**config.mk**
```make
export PLATFORM = sky130hd
export DESIGN_NAME = prbs_xnor_lfsr
export DESIGN_NICKNAME = d
export VERILOG_FILES = /design/src/rtl/prbs_xnor_checker_pkg.sv /design/src/rtl/prbs_xnor_checker_lfsr.sv
export SDC_FILE = /design/constraint.sdc
export NUM_CORES = 1
export LEC_CHECK = 0
export ABC_AREA = 1
export BUFFER_PORTS_ARGS = -buffer_cell sky130_fd_sc_hd__buf_2
export CAP_MARGIN = 30
export CORE_AREA = 2 2 39 41
export CTS_CLUSTER_DIAMETER = 80
export DETAILED_ROUTE_END_ITERATION = 6
export DIE_AREA = 0 0 41 43
export GPL_ROUTABILITY_DRIVEN = 1
export MAX_ROUTING_LAYER = met4
export PLACE_DENSITY = 0.46
export SETUP_SLACK_MARGIN = 0.05
export SLEW_MARGIN = 30
export SYNTH_ARGS = -nofsm -noshare
export SYNTH_HDL_FRONTEND = slang
export SYNTH_SLANG_ARGS = --single-unit
```
**constraint.sdc**
```tcl
create_clock -name clk -period 0.95 [get_ports clk]
set_clock_uncertainty 0.1 [all_clocks]
set_input_delay 0.2375 -clock clk [delete_from_list [all_inputs] [get_ports clk]]
set_output_delay 0.2375 -clock clk [all_outputs]
set_load 0.05 [all_outputs]
```
**src/rtl/prbs_xnor_checker_pkg.sv**
```systemverilog
// Shared types and helpers for the XNOR-feedback PRBS receive checker.
package prbs_xnor_checker_pkg;

    typedef enum logic [1:0] {
        SEED   = 2'd0,
        HUNT   = 2'd1,
        LOCKED = 2'd2
    } state_t;

    localparam int unsigned PRBS7_WIDTH = 7;
    localparam int unsigned PRBS7_TAP_A = 7;
    localparam int unsigned PRBS7_TAP_B = 6;
    localparam int unsigned MAX_WIDTH   = 64;

    // Taps are 1-based, matching polynomial exponents.
    function automatic logic xnor_fb(input logic [MAX_WIDTH-1:0] lfsr,
                                     input int unsigned ta,
                                     input int unsigned tb);
        logic [MAX_WIDTH-1:0] sa;
        logic [MAX_WIDTH-1:0] sb;
        sa = lfsr >> (ta - 1);
        sb = lfsr >> (tb - 1);
        return ~(sa[0] ^ sb[0]);
    endfunction

endpackage

```
**src/rtl/prbs_xnor_checker_lfsr.sv**
```systemverilog
// Local XNOR LFSR: shifts either the received bit or its own prediction.
module prbs_xnor_lfsr
    import prbs_xnor_checker_pkg::*;
#(
    parameter int unsigned WIDTH = PRBS7_WIDTH,
    parameter int unsigned TAP_A = PRBS7_TAP_A,
    parameter int unsigned TAP_B = PRBS7_TAP_B
) (
    input  logic clk,
    input  logic rst,
    input  logic shift_en,
    input  logic use_din,
    input  logic load_bit,
    output logic pred,
    output logic seed_ones
);

    logic [WIDTH-1:0] lfsr;

    assign pred = xnor_fb(MAX_WIDTH'(lfsr), TAP_A, TAP_B);

    // All-ones is the XNOR lock-up state; flag it before load_bit is shifted in.
    assign seed_ones = &{lfsr[WIDTH-2:0], load_bit};

    always_ff @(posedge clk or posedge rst) begin
        if (rst) begin
            lfsr <= '0;
        end else if (shift_en) begin
            lfsr <= {lfsr[WIDTH-2:0], use_din ? load_bit : pred};
        end
    end

endmodule

```
### After elaboration in Yosys (flattened, before gate mapping)

Index checks and enable logic that the tools add are counted.

* register bits after elaboration: 7
* input port bits: 5
* output and inout bits: 2
* word-level logic and storage cells: 5

* muxes and demuxes: 1
* bitwise logic cells: 2
* reduce and logical (&&, ||, !) cells: 1

Operators by type and width (number)
* $reduce_and A7 Y1: 1
* $mux W1: 1
* $not A1 Y1: 1
* $xor A1 B1 Y1: 1

### Logic depth before layout (Yosys ltp)

* depth in word-level cells: 3
* gate-level depth with buffers: 5

### Worst setup path before layout

No wires, ideal clock.

* kind: reg-to-output
* start: reg lfsr[5]
* end: out seed_ones
* data arrival time: 1.100 ns
* data required time: 0.612 ns
* slack: -0.488 ns
* stages on the path, launching flop included: 3
* buffers on the path: 0
* path through: dfrtp_1 -> nand4_1 -> nor2_1

* word-level cells in the longest chain between the ends: 1

RTL lines
* start: declaration: RTL line prbs_xnor_checker_lfsr.sv:18 `logic [WIDTH-1:0] lfsr;`
* start signal: assignment: RTL line prbs_xnor_checker_lfsr.sv:29 `lfsr <= {lfsr[WIDTH-2:0], use_din ? load_bit : pred};`
* $reduce_and A7 Y1: RTL line prbs_xnor_checker_lfsr.sv:23 `assign seed_ones = &{lfsr[WIDTH-2:0], load_bit};`
* end: declaration: RTL line prbs_xnor_checker_lfsr.sv:15 `output logic seed_ones`

Every way passes these cells.

### Worst setup path in the final report

* start: reg lfsr[5]
* end: out pred

* word-level cells in the longest chain between the ends: 2

RTL lines
* $xor A1 B1 Y1: RTL line prbs_xnor_checker_pkg.sv:23 `return ~(sa[0] ^ sb[0]);`
* $not A1 Y1: RTL line prbs_xnor_checker_pkg.sv:23
* end: declaration: RTL line prbs_xnor_checker_lfsr.sv:14 `output logic pred,`

Every way passes these cells.

==> run summary <==
DP Worst Slack: -0.273 ns
Worst-path fanout max: 4
NetSw: 307 uW
Largest regs: lfsr: 7 flops
Switch share: 31.6%
All-Layer GR Usage: 9.80%
Largest net degree at the start of global routing: 10
Status: finished, violations left
Path type of the worst setup path: reg2out
Final Wtd Congestion: 0.724
First-pass DRT Iterations: 2
Failing checks: negative setup slack
Placed Cells: 68
Synth cell types: 12
Initial Utilization: 24.1%
Yosys warning count: 0
Fill cells: 149
Num CTS Buffers: 3
ANT nets after route: 0
Final Max Slew Viols: 0
Post-route cell area: 523 sq um
Clock slew at reported path FFs: 0.06 ns
Area Overhead vs Synth: 56.6%
HP Class: in2reg
I/O Pins: 7
Clock power frac: 28.2%
Die area: 1760 sq um
Internal: 665 uW
1st-iter DRT viols: 2
R2R setup slack: -0.13 ns
Cells after Synth: 40
Diodes inserted: 0
Arrival @ worst endpoint: 1.06 ns
Biggest register: lfsr
Crit. Startpoint: lfsr[5]$_DFFE_PP0P_
Drt total wl: 679 um
Final hold viol count: 0
Register area: 175 sq um
Clk sink count: 7
Count of input and output buffers: 6
FP Rows: 14
Largest register FFs: 7
Final #Nets: 64
Final Cycle Share: 147%
Final setup fails: 3
Setup ws final: -0.446 ns
Die Span Y: 43 um
Clock Tree Root: clkbuf_4
CTS HTree Levels: 1
Max rail drop VDD: 0.000948 V
Crit path required time: 0.61 ns
Final Critical Period: 1.40 ns
Yosys reg bits: 7
Max frequency: 717 MHz
Non-Filler Instances: 74
Pwr Total: 973 uW
Worst Setup Start Kind: flop
Most common cell after layout, fill and taps aside: nand2_1
Max Buffers Root-to-Sink: 2
DR vias: 287
CTS tree: yes
Worst hold start: use_din
Synthesized area: 334 sq um
Worst-Margin Slew: 0.272 ns
Routed vias/inst: 3.88
Sequential power share: 38.9%
Die Width: 41 um
Placed instance area: 443 sq um
Synth Net Count: 45
Register area share after synthesis: 52.4%
Kind of end point of the critical path: primary output
R2r startpoint: lfsr[5]$_DFFE_PP0P_
Pwr per Cell Area: 1860 nW/um^2
DRC: 0
Vias in the first global route: 273
RSZ-0062 raised after global routing: true
LEAKAGE: 0.000270 uW
Comb pwr share: 32.9%
Drt wl/cell: 9.18 um
Total grt overflow: 0
Layout cells sized above 1: 44.8%
Worst skew pair latency: 0.25 ns
Detail Placement HPWL: 515 um
First-pass GRT wire length: 1070 um
Core ar.: 1380 sq um
MaxCap Viol Count: 0
Commonest non-fill, non-tap cells in the layout: nand2_1, dfrtp_1, buf_4
Slew margin rel.: 81.9%
Initial antenna violation count: 0
Avg Cell Area, Syn: 8.35 sq um
Multi-input gate area: 154 sq um
Setup TNS Final: -1.02 ns
-- cell usage after synthesis --
library cell | number | area [sq um]
nand2_1 | 16 | 60.1
dfrtp_1 | 7 | 175
nand3_1 | 1 | 5.00
nand4_1 | 1 | 6.26
buf_6 | 1 | 11.3
inv_1 | 5 | 18.8
nand3_2 | 1 | 10.0
nor2_1 | 2 | 7.51
o21ai_0 | 3 | 15.0
nor2_4 | 1 | 11.3
o21ai_1 | 1 | 5.00
inv_6 | 1 | 8.76
-- power by group through the flow --
stage | Combinational (uW) | Clock (uW) | Sequential [uW]
after CTS | 287 | 285 | 375
after floorplan | 153 | 0 | 375
after detailed placement | 255 | 0 | 379
after global routing | 351 | 300 | 384
after global placement | 256 | 0 | 378
final | 320 | 274 | 378
-- critical path, stage by stage, from the launching register on --
cell and delay [ns]:
dfrtp_1 0.41, buf_4 0.15, nand2_4 0.06, nand2_4 0.05, buf_8 0.14
-- cells by family after synthesis --
kind of cell | count (synthesis) | synth area share (%)
and+or+nand+nor | 22 | 30.0
DFF | 7 | 52.4
buffers and inverters | 7 | 11.6
AOI/OAI and AO/OA | 4 | 5.99
-- final timing paths --
path | to | cells past startpoint
max reg2reg | lfsr[0]$_DFFE_PP0P_ | 6
max | pred | 4
min reg2reg | lfsr[6]$_DFFE_PP0P_ | 2
max in group asynchronous | lfsr[1]$_DFFE_PP0P_ | 3
min | lfsr[0]$_DFFE_PP0P_ | 5
min in group asynchronous | lfsr[4]$_DFFE_PP0P_ | 3
-- area by class of cell --
class                   count  area share (%)
inverters                   6            5.26
flip-flops and latches      7            33.5
repair buffers             15            23.0
clock buffers               4            5.02
multi-input cells          26            29.4
well taps                  16            3.83
-- timing repair --
| item | 4_1_cts | 5_1_grt |
|---|---|---|
| gates resized for setup | 5 | 8 |
| endpoints found under the hold margin | 7 | 0 |
| setup endpoints to repair | 4 | 4 |
| pin swaps | 1 | 1 |
| hold buffers | 1 | 0 |
| setup buffers | 0 | 2 |
-- per-stage QoR --
| stage | util (%) | hold WS, ns |
|---|---|---|
| 2_1_floorplan | - | -0.0591 |
| 3_3_place_gp | 32.0 | 0.0857 |
| 3_5_place_dp | 32.0 | 0.0888 |
| 4_1_cts | 35.8 | 0.179 |
| 5_1_grt | 37.8 | 0.206 |
| 6_report | 37.8 | 0.177 |
-- routing by layer --
metal	track usage [%]	up-vias	part of all wire, %
met5	-	-	0
met4	8.00	0	1.2
met3	3.14	2	4.0
met2	12.2	7	44
met1	12.4	118	51
li1	-	160	-
Note: power is estimated with default switching activity, not from simulation.
